$ cat src/rtl/cmsdk_ahb_bm_pkg.sv
// Encodings shared by the bus-matrix input stage, output arbiter and output stage.
package cmsdk_ahb_bm_pkg;

    typedef enum logic [1:0] {
        HTRANS_IDLE   = 2'b00,
        HTRANS_BUSY   = 2'b01,
        HTRANS_NONSEQ = 2'b10,
        HTRANS_SEQ    = 2'b11
    } htrans_e;

    typedef enum logic [2:0] {
        HBURST_SINGLE = 3'b000,
        HBURST_INCR   = 3'b001,
        HBURST_WRAP4  = 3'b010,
        HBURST_INCR4  = 3'b011,
        HBURST_WRAP8  = 3'b100,
        HBURST_INCR8  = 3'b101,
        HBURST_WRAP16 = 3'b110,
        HBURST_INCR16 = 3'b111
    } hburst_e;

    localparam logic HRESP_OKAY  = 1'b0;
    localparam logic HRESP_ERROR = 1'b1;

    // Only NONSEQ/SEQ carry a real transfer; IDLE and BUSY are never held.
    function automatic logic trans_is_active(input logic [1:0] trans);
        return (trans == HTRANS_NONSEQ) || (trans == HTRANS_SEQ);
    endfunction

endpackage

$ cat src/rtl/cmsdk_ahb_bm_input_stage_if.sv
// Master-side AHB-Lite bus of one bus-matrix input port.
// Handshake: an address phase is offered when HSELS & HTRANSS[1] and is taken
// when HREADYS is high; HREADYOUTS low stretches the master's current phase.
interface cmsdk_ahb_bm_input_stage_if #(
    parameter int ADDR_WIDTH = 32
);
    logic                  HSELS;
    logic [ADDR_WIDTH-1:0] HADDRS;
    logic [1:0]            HTRANSS;
    logic                  HWRITES;
    logic [2:0]            HSIZES;
    logic [2:0]            HBURSTS;
    logic [3:0]            HPROTS;
    logic                  HMASTLOCKS;
    logic                  HREADYS;
    logic                  HREADYOUTS;
    logic                  HRESPS;

    modport slave (
        input  HSELS, HADDRS, HTRANSS, HWRITES, HSIZES, HBURSTS, HPROTS,
               HMASTLOCKS, HREADYS,
        output HREADYOUTS, HRESPS
    );

    modport master (
        output HSELS, HADDRS, HTRANSS, HWRITES, HSIZES, HBURSTS, HPROTS,
               HMASTLOCKS, HREADYS,
        input  HREADYOUTS, HRESPS
    );
endinterface

$ cat src/rtl/cmsdk_ahb_bm_input_stage.sv
// Bus-matrix input stage: holds an address phase the matrix cannot take yet and
// stalls the master until it is granted, then relays the slave's data-phase response.
module cmsdk_ahb_bm_input_stage
    import cmsdk_ahb_bm_pkg::*;
#(
    parameter int ADDR_WIDTH = 32
) (
    input  logic                  HCLK,
    input  logic                  HRESETn,
    cmsdk_ahb_bm_input_stage_if.slave ahb,
    output logic                  sel_in,
    output logic [ADDR_WIDTH-1:0] addr_in,
    output logic [1:0]            trans_in,
    output logic                  write_in,
    output logic [2:0]            size_in,
    output logic [2:0]            burst_in,
    output logic [3:0]            prot_in,
    output logic                  mastlock_in,
    output logic                  held_tran_in,
    input  logic                  active_in,
    input  logic                  readyout_in,
    input  logic                  resp_in
);

    logic                  w_trans_valid;
    logic                  r_hold;
    logic                  r_data_ph;
    logic [ADDR_WIDTH-1:0] r_addr;
    logic [1:0]            r_trans;
    logic                  r_write;
    logic [2:0]            r_size;
    logic [2:0]            r_burst;
    logic [3:0]            r_prot;
    logic                  r_mastlock;

    assign w_trans_valid = ahb.HSELS & trans_is_active(ahb.HTRANSS) & ahb.HREADYS;

    // A new capture is refused while holding; a master that still offers one is out of protocol.
    always_ff @(posedge HCLK) begin
        if (!HRESETn) begin
            r_hold     <= 1'b0;
            r_addr     <= '0;
            r_trans    <= '0;
            r_write    <= 1'b0;
            r_size     <= '0;
            r_burst    <= '0;
            r_prot     <= '0;
            r_mastlock <= 1'b0;
        end else if (w_trans_valid && !active_in && !r_hold) begin
            r_hold     <= 1'b1;
            r_addr     <= ahb.HADDRS;
            r_trans    <= ahb.HTRANSS;
            r_write    <= ahb.HWRITES;
            r_size     <= ahb.HSIZES;
            r_burst    <= ahb.HBURSTS;
            r_prot     <= ahb.HPROTS;
            r_mastlock <= ahb.HMASTLOCKS;
        end else if (r_hold && active_in) begin
            r_hold     <= 1'b0;
        end
    end

    always_ff @(posedge HCLK) begin
        if (!HRESETn) begin
            r_data_ph <= 1'b0;
        end else if (active_in) begin
            r_data_ph <= 1'b1;
        end else if (readyout_in) begin
            r_data_ph <= 1'b0;
        end
    end

    always_comb begin
        sel_in       = r_hold | (ahb.HSELS & ahb.HREADYS);
        held_tran_in = r_hold;
        addr_in      = ahb.HADDRS;
        trans_in     = ahb.HTRANSS;
        write_in     = ahb.HWRITES;
        size_in      = ahb.HSIZES;
        burst_in     = ahb.HBURSTS;
        prot_in      = ahb.HPROTS;
        mastlock_in  = ahb.HMASTLOCKS;
        if (r_hold) begin
            addr_in     = r_addr;
            trans_in    = r_trans;
            write_in    = r_write;
            size_in     = r_size;
            burst_in    = r_burst;
            prot_in     = r_prot;
            mastlock_in = r_mastlock;
        end
    end

    // Response path: forced wait while holding, otherwise the owning slave's handshake.
    always_comb begin
        ahb.HREADYOUTS = 1'b1;
        ahb.HRESPS     = HRESP_OKAY;
        if (r_hold) begin
            ahb.HREADYOUTS = 1'b0;
        end else if (r_data_ph) begin
            ahb.HREADYOUTS = readyout_in;
            ahb.HRESPS     = resp_in;
        end
    end

endmodule

$ cat src/flat_wrapper.sv
// flat-port wrapper written by rule: the top's interface ports become plain ports
module cmsdk_ahb_bm_input_stage_flat import cmsdk_ahb_bm_pkg::*;
#(
    parameter int ADDR_WIDTH = 32
)
  (HCLK, HRESETn, sel_in, addr_in, trans_in, write_in, size_in, burst_in, prot_in, mastlock_in, held_tran_in, active_in, readyout_in, resp_in, ahb_HSELS, ahb_HADDRS, ahb_HTRANSS, ahb_HWRITES, ahb_HSIZES, ahb_HBURSTS, ahb_HPROTS, ahb_HMASTLOCKS, ahb_HREADYS, ahb_HREADYOUTS, ahb_HRESPS);
  cmsdk_ahb_bm_input_stage_if #(.ADDR_WIDTH(ADDR_WIDTH)) ahb_i ();
  input  logic HCLK;
  input  logic HRESETn;
  output logic sel_in;
  output logic [ADDR_WIDTH-1:0] addr_in;
  output logic [1:0] trans_in;
  output logic write_in;
  output logic [2:0] size_in;
  output logic [2:0] burst_in;
  output logic [3:0] prot_in;
  output logic mastlock_in;
  output logic held_tran_in;
  input  logic active_in;
  input  logic readyout_in;
  input  logic resp_in;
  input wire logic [$bits(ahb_i.HSELS)-1:0] ahb_HSELS;
  input wire logic [$bits(ahb_i.HADDRS)-1:0] ahb_HADDRS;
  input wire logic [$bits(ahb_i.HTRANSS)-1:0] ahb_HTRANSS;
  input wire logic [$bits(ahb_i.HWRITES)-1:0] ahb_HWRITES;
  input wire logic [$bits(ahb_i.HSIZES)-1:0] ahb_HSIZES;
  input wire logic [$bits(ahb_i.HBURSTS)-1:0] ahb_HBURSTS;
  input wire logic [$bits(ahb_i.HPROTS)-1:0] ahb_HPROTS;
  input wire logic [$bits(ahb_i.HMASTLOCKS)-1:0] ahb_HMASTLOCKS;
  input wire logic [$bits(ahb_i.HREADYS)-1:0] ahb_HREADYS;
  output wire logic [$bits(ahb_i.HREADYOUTS)-1:0] ahb_HREADYOUTS;
  output wire logic [$bits(ahb_i.HRESPS)-1:0] ahb_HRESPS;
  assign ahb_i.HSELS = ahb_HSELS;
  assign ahb_i.HADDRS = ahb_HADDRS;
  assign ahb_i.HTRANSS = ahb_HTRANSS;
  assign ahb_i.HWRITES = ahb_HWRITES;
  assign ahb_i.HSIZES = ahb_HSIZES;
  assign ahb_i.HBURSTS = ahb_HBURSTS;
  assign ahb_i.HPROTS = ahb_HPROTS;
  assign ahb_i.HMASTLOCKS = ahb_HMASTLOCKS;
  assign ahb_i.HREADYS = ahb_HREADYS;
  assign ahb_HREADYOUTS = ahb_i.HREADYOUTS;
  assign ahb_HRESPS = ahb_i.HRESPS;
  cmsdk_ahb_bm_input_stage #(.ADDR_WIDTH(ADDR_WIDTH)) u_core (.HCLK(HCLK), .HRESETn(HRESETn), .ahb(ahb_i), .sel_in(sel_in), .addr_in(addr_in), .trans_in(trans_in), .write_in(write_in), .size_in(size_in), .burst_in(burst_in), .prot_in(prot_in), .mastlock_in(mastlock_in), .held_tran_in(held_tran_in), .active_in(active_in), .readyout_in(readyout_in), .resp_in(resp_in));
endmodule
$ cat config.mk
export PLATFORM = sky130hd
export DESIGN_NAME = cmsdk_ahb_bm_input_stage_flat
export DESIGN_NICKNAME = d
export VERILOG_FILES = /design/src/rtl/cmsdk_ahb_bm_pkg.sv /design/src/rtl/cmsdk_ahb_bm_input_stage_if.sv /design/src/rtl/cmsdk_ahb_bm_input_stage.sv /design/src/flat_wrapper.sv
export SDC_FILE = /design/constraint.sdc
export NUM_CORES = 1
export LEC_CHECK = 0
export CORE_MARGIN = 3
export CORE_UTILIZATION = 44
export CTS_BUF_LIST = sky130_fd_sc_hd__clkbuf_8
export DETAILED_ROUTE_END_ITERATION = 16
export GPL_TIMING_DRIVEN = 0
export PLACE_DENSITY = 0.87
export SYNTH_ARGS = -nofsm -noshare
export SYNTH_HDL_FRONTEND = slang
export SYNTH_SLANG_ARGS = --single-unit
export TNS_END_PERCENT = 20
$ cat constraint.sdc
create_clock -name HCLK -period 1.75 [get_ports HCLK]
set_input_delay 0.4375 -clock HCLK [delete_from_list [all_inputs] [get_ports HCLK]]
set_output_delay 0.4375 -clock HCLK [all_outputs]
set_load 0.05 [all_outputs]
==> results of run 1 <==
power breakdown:
group / internal [mW] / switching, mW
Sequential: 1.12 / 0.0132
Combinational: 0.411 / 0.453
Clock: 0.312 / 0.355
kinds of logic (layout without fill, tap and decap cells):
group | after synthesis | after routing | synth area share
AOI/OAI and AO/OA | 3 | 3 | 0.00850
buffers and inverters | 21 | 138 | 0.0640
muxes | 90 | 90 | 0.382
and+or+nand+nor | 101 | 101 | 0.161
DFF | 48 | 48 | 0.384
repair_timing:
action / 4_1_cts / 5_1_grt
gates cloned: 1 / 4
resized for setup: 369 / 51
buffers inserted: 0 / 3
hold buffers: 0 / 0
setup endpoints to repair: 50 / 49
path summary, 6_finish.rpt:
kind | endpoint | start | slack [ns]
worst min register to register | u_core.r_addr[23]$_SDFFE_PN0P_ | u_core.r_addr[23]$_SDFFE_PN0P_ | 0.46
worst max-delay path | write_in | u_core.held_tran_in$_SDFFE_PN0P_ | -0.16
worst min-delay path | u_core.r_addr[23]$_SDFFE_PN0P_ | u_core.r_addr[23]$_SDFFE_PN0P_ | 0.46
worst max register to register | u_core.r_addr[5]$_SDFFE_PN0P_ | u_core.held_tran_in$_SDFFE_PN0P_ | 0.31
per-stage QoR:
step | hold WS, ns | TNS, ns | util
2_1_floorplan | 0.431 | -1.54 | -
3_3_place_gp | 0.439 | -28.64 | 0.685
3_5_place_dp | 0.447 | -30.12 | 0.685
4_1_cts | 0.461 | -6.13 | 0.736
5_1_grt | 0.481 | -7.71 | 0.792
6_report | 0.460 | -5.58 | 0.792
routing by layer:
metal / share of wire / up-vias / GRT usage
li1: - / 1112 / -
met1: 0.41 / 1111 / 0.236
met2: 0.52 / 75 / 0.340
met3: 0.056 / 11 / 0.0450
met4: 0.014 / 0 / 0.0541
met5: 0 / - / 0
cell usage in the layout (no fill, tap or decap):
master,instances
mux2_2,15
dfxtp_4,1
inv_1,2
a31oi_1,1
clkbuf_1,9
mux2i_1,45
buf_16,1
clkbuf_8,6
buf_8,24
dfxtp_1,47
mux2_4,30
clkbuf_16,4
buf_12,7
nand2_2,1
nor3_2,1
nand2_1,93
nand2b_4,2
clkdlybuf4s50_1,51
nor2b_1,1
buf_6,30
o21a_1,2
nor2_4,2
buf_2,1
buf_4,3
nor3b_1,1
sequential cells by signal, summed over array words and instances (netlist names):
signal / cells
u_core.held_tran_in: 1
u_core.r_addr: 32
u_core.r_burst: 3
u_core.r_data_ph: 1
u_core.r_mastlock: 1
u_core.r_prot: 4
u_core.r_size: 3
u_core.r_trans: 2
u_core.r_write: 1
critical path, stage by stage (launching register included):
cell	delay, ns
dfxtp_4	0.37
clkbuf_16	0.17
buf_12	0.13
mux2_2	0.35
buf_6	0.16
layout make-up:
type                       instances  area, um^2  share of cell area
clock buffer                       6        82.6              0.0197
clock inverter                     2        7.51             0.00179
timing repair buffer             109        1290               0.308
sequential                        48         965               0.230
multi-input combinational        194        1520               0.362
buffer                            21         245              0.0584
tap                               70        87.6              0.0209
==> flow_summary.ini, run 1 <==
[yosys]
synthFlopType = dfxtp_1
synth_async_sr_flop_share = 0
syn-cell-area_mm2 = 0.00250
yosysTopAreaCell = dfxtp_1
synth_common_cells = nand2_1 (94), dfxtp_1 (48), mux2_2 (45), mux2i_1 (45), clkbuf_1 (9)
syn_avg_cell_area_um2 = 9.52
yosysSeqAreaShare = 0.384
synth.ff_latch_count = 48
yosys_warnings = 0
synth_cells = 263
yosys.cell_types.count = 17
synth_top_cell_area_share = 0.384
syn_nets = 316
yosysMostFrequentCell = nand2_1
synth-edff-count = 0
synth_area_leaders = dfxtp_1 (38%), mux2_2 (20%), mux2i_1 (18%), nand2_1 (14%), buf_12 (3.2%)

[critical_path]
critPathLaunchType = flip-flop
crit_type = reg2out
critPathArrivalTime_ns = 1.47
cp_data_required_time_ns = 1.31
end_kind = primary output
cp_max_fo = 6
reg2reg_depth = 6

[timing]
hold_viol = 0
report.final.slew_viol_count = 0
setup_viol = 48
rsz0062_at_grt = true
layout_setup_ws_ns = -0.160
clock_skew_ns = 0.00269
period_share = 1.09
max_slew_margin = 0.672
max_freq_mhz = 524
period_needed_ns = 1.91
worstMarginPinSlew_ns = 0.492

[pwr]
p_leak_nw = 1.69
peakVddDrop_v = 0.000550
pwr_density_cell_mw_per_mm2 = 633
total_power_mw = 2.66

[layout]
finalInstanceArea_mm2 = 0.00420
nFillCells = 340
instances_no_fill = 450
drive_gt1_frac = 0.337
syn2layout_area_growth_pct = 67.8
layout.nets = 432
n_antenna_cell = 0

[place]
dp_hpwl_mm = 4.55
portBuffers = 101
dp_slack_ns = -0.599
place_inst = 434
gp_congestion = 0.679
dpl-instance-area_mm2 = 0.00363

[outcome]
violations = setup timing
outcome = finished, violations left

[global_routing]
grt_overflow = 0
grt_use_total = 0.194
grt_pass1_wl_mm = 10.1
grt_start_max_net_pins = 14
grt_pass1_vias = 2203
antenna_found_initial = 0

[clocking]
numCtsBuffers = 5
cts_tree = built
htree_levels = 2
clockBufferDepth = 2
cts_sinks = 48
clk_pin_slew_ns = 0.09
worstSkewPairLatency_ns = 0.29
cts-root-buf = clkbuf_8

[routing]
drt_iter0_drc = 90
drtAntennaViolNets = 0
via_count = 2309
dr.pass1.iters = 4
drc = 0
wire_per_inst_um = 15.4
avgViaCountPerCell = 5.13
wirelength_mm = 6.95

[floorplan]
die_x_um = 81.4
rows = 26
dieArea_mm2 = 0.00663
start_util = 0.472
design.portCount = 103
die_y_um = 81.4
coreArea_mm2 = 0.00530

[hold_path]
worstHoldPathType = reg2reg
hold_depth = 2

[run]
cap_viol_max_count = 0
(Power assumes the default switching activity.)
==> inputs of run 2 (changes only) <==
- CORE_UTILIZATION: 44 -> 40
- PLACE_DENSITY: 0.87 -> 0.83
- clock period: 1.75 -> 1.7 ns (I/O delays scaled with it)
==> flow_summary.ini, run 2 (synthesis results as in run 1) <==
[outcome]
outcome = finished, violations left
violations = setup timing

[layout]
top_regs = u_core.r_addr: 32 flops, u_core.r_prot: 4 flops
mostFrequentLayoutCells = nand2_1 (92), clkdlybuf4s50_1 (51), dfxtp_1 (47), mux2i_1 (45), buf_8 (32)
instances_no_fill = 454
layout.nets = 431
finalInstanceArea_mm2 = 0.00431
top_register = u_core.r_addr
drive_gt1_frac = 0.340
final_common_cell = nand2_1
largest_register_ffs = 32
final_util = 0.719
syn2layout_area_growth_pct = 72.0
n_antenna_cell = 0

[timing]
hold_viol = 0
period_share = 1.11
period_needed_ns = 1.88
setup_viol = 49
rsz0062_at_grt = true
worstMarginPinSlew_ns = 0.516
layout_setup_ws_ns = -0.184
report.final.slew_viol_count = 0
max_slew_margin = 0.657
max_freq_mhz = 531
clock_skew_ns = 0.00294
worst_hold_slack_ns = 0.462

[clocking]
clockBufferDepth = 2
htree_levels = 2
worstSkewPairLatency_ns = 0.30
cts_tree = built
cts_hold_buf = 0
clk_pin_slew_ns = 0.09
cts_sinks = 48
cts-root-buf = clkbuf_8
numCtsBuffers = 5

[routing]
avgViaCountPerCell = 5.02
via_count = 2281
wire_per_inst_um = 16.0
dr.pass1.iters = 4
drt_iter0_drc = 71
drc = 0
drtAntennaViolNets = 0
wirelength_mm = 7.26

[critical_path]
path_cells = clkbuf_16, buf_8, buf_6, buf_6, nor2_4, buf_8
cp_data_required_time_ns = 1.27
critPathLaunchType = flip-flop
critPathArrivalTime_ns = 1.46
r2r_slack_ns = 0.25
crit_slowest_cell = dfxtp_4
reg2reg_depth = 6
r2r_start = u_core.held_tran_in$_SDFFE_PN0P_
cpLargestDelayFamily = buffers and inverters
cp_max_fo = 6
crit_type = reg2out
worst_path_largest_cell_delay_ns = 0.36
reg2reg_to = u_core.r_addr[4]$_SDFFE_PN0P_
end_kind = primary output
path_buf_inv = 5

[hold_path]
whs_endpoint = u_core.r_addr[29]$_SDFFE_PN0P_
hold_depth = 2
holdCritStartpoint = u_core.r_addr[29]$_SDFFE_PN0P_
worstHoldPathType = reg2reg

[pwr]
power_frac_comb = 0.282
pwr_density_cell_mw_per_mm2 = 742
sw_frac_of_total = 0.275
p_leak_nw = 1.73
p_int_mw = 2.32
pwr-share-clk = 0.354
pwr-share-seq = 0.364
p_sw_uw = 879
peakVddDrop_v = 0.000524
total_power_mw = 3.20

[global_routing]
grt_overflow = 0
grt_start_max_net_pins = 16
grt_use_total = 0.175
grt_pass1_wl_mm = 10.4
grt_pass1_vias = 2279
antenna_found_initial = 0

[place]
dp_hpwl_mm = 4.64
dpl-instance-area_mm2 = 0.00362
gp_congestion = 0.722
portBuffers = 101
place_inst = 439

[floorplan]
dieArea_mm2 = 0.00724
design.portCount = 103
die_x_um = 85.1
start_util = 0.418
coreArea_mm2 = 0.00599
die_y_um = 85.1
rows = 28

[run]
cap_viol_max_count = 0
[run 2: changes by cell type in the layout (fill, tap and decap cells not counted)]
cell	before	now
inv_1	2	0
bufinv_16	0	3
clkbuf_8	6	5
buf_4	3	0
nand2_1	93	92
dlygate4sd2_1	0	1
nand2_2	1	2
buf_6	30	23
buf_8	24	32
[run 2: layer usage]
layer | track usage | part of all wire | up-vias
met3 | 0.0398 | 0.061 | 5
met2 | 0.311 | 0.54 | 70
met4 | 0.0388 | 0.0055 | 0
li1 | - | - | 1103
met5 | 0 | 0 | -
met1 | 0.215 | 0.40 | 1103
[run 2: power by group through the flow]
stage,Sequential [mW],Clock [mW],Combinational (mW)
5_1_grt,1.17,1.18,0.943
6_report,1.16,1.13,0.902
2_1_floorplan,1.19,0,0.458
4_1_cts,1.16,1.14,0.821
3_3_place_gp,1.19,0,0.754
3_5_place_dp,1.19,0,0.759
[run 2: how the worst max path moves through the flow]
stage	endpoint	depth (start not counted)	from
2_1_floorplan	ahb_HREADYOUTS	3	u_core.held_tran_in$_SDFFE_PN0P_
3_3_place_gp	trans_in[1]	4	ahb_HTRANSS[1]
3_5_place_dp	trans_in[1]	4	ahb_HTRANSS[1]
4_1_cts	addr_in[1]	4	u_core.held_tran_in$_SDFFE_PN0P_
5_1_grt	ahb_HREADYOUTS	6	u_core.held_tran_in$_SDFFE_PN0P_
6_report	ahb_HREADYOUTS	6	u_core.held_tran_in$_SDFFE_PN0P_
[run 2: timing repair]
item / CTS / global route
resized for setup: 371 / 66
pin swaps: 0 / 3
endpoints found under the setup margin: 50 / 49
cloned: 1 / 4
setup buffers: 0 / 2
[run 2: tightest hold or removal path, delay by kind of cell (launching register included)]
| family | cells | cell delay, ns |
|---|---|---|
| DFF | 1 | 0.32 |
| muxes | 1 | 0.05 |
| and+or+nand+nor | 1 | 0.05 |
[run 2: cell type report]
class	count	area [um^2]
Buffer	21	245
Clock buffer	5	68.8
Clock inverter	3	90.1
Fill cell	428	1690
Multi-Input combinational cell	194	1520
Sequential cell	48	965
Tap cell	75	93.8
Timing Repair Buffer	108	1320
[run 2: through the flow]
step	worst slack, ns	setup TNS [ns]
finish	-0.184	-7.87
global route	-0.230	-9.88
CTS	-0.215	-8.73
detailed placement	-0.615	-32.50
global placement	-0.617	-31.44
floorplan	-0.0917	-0.227
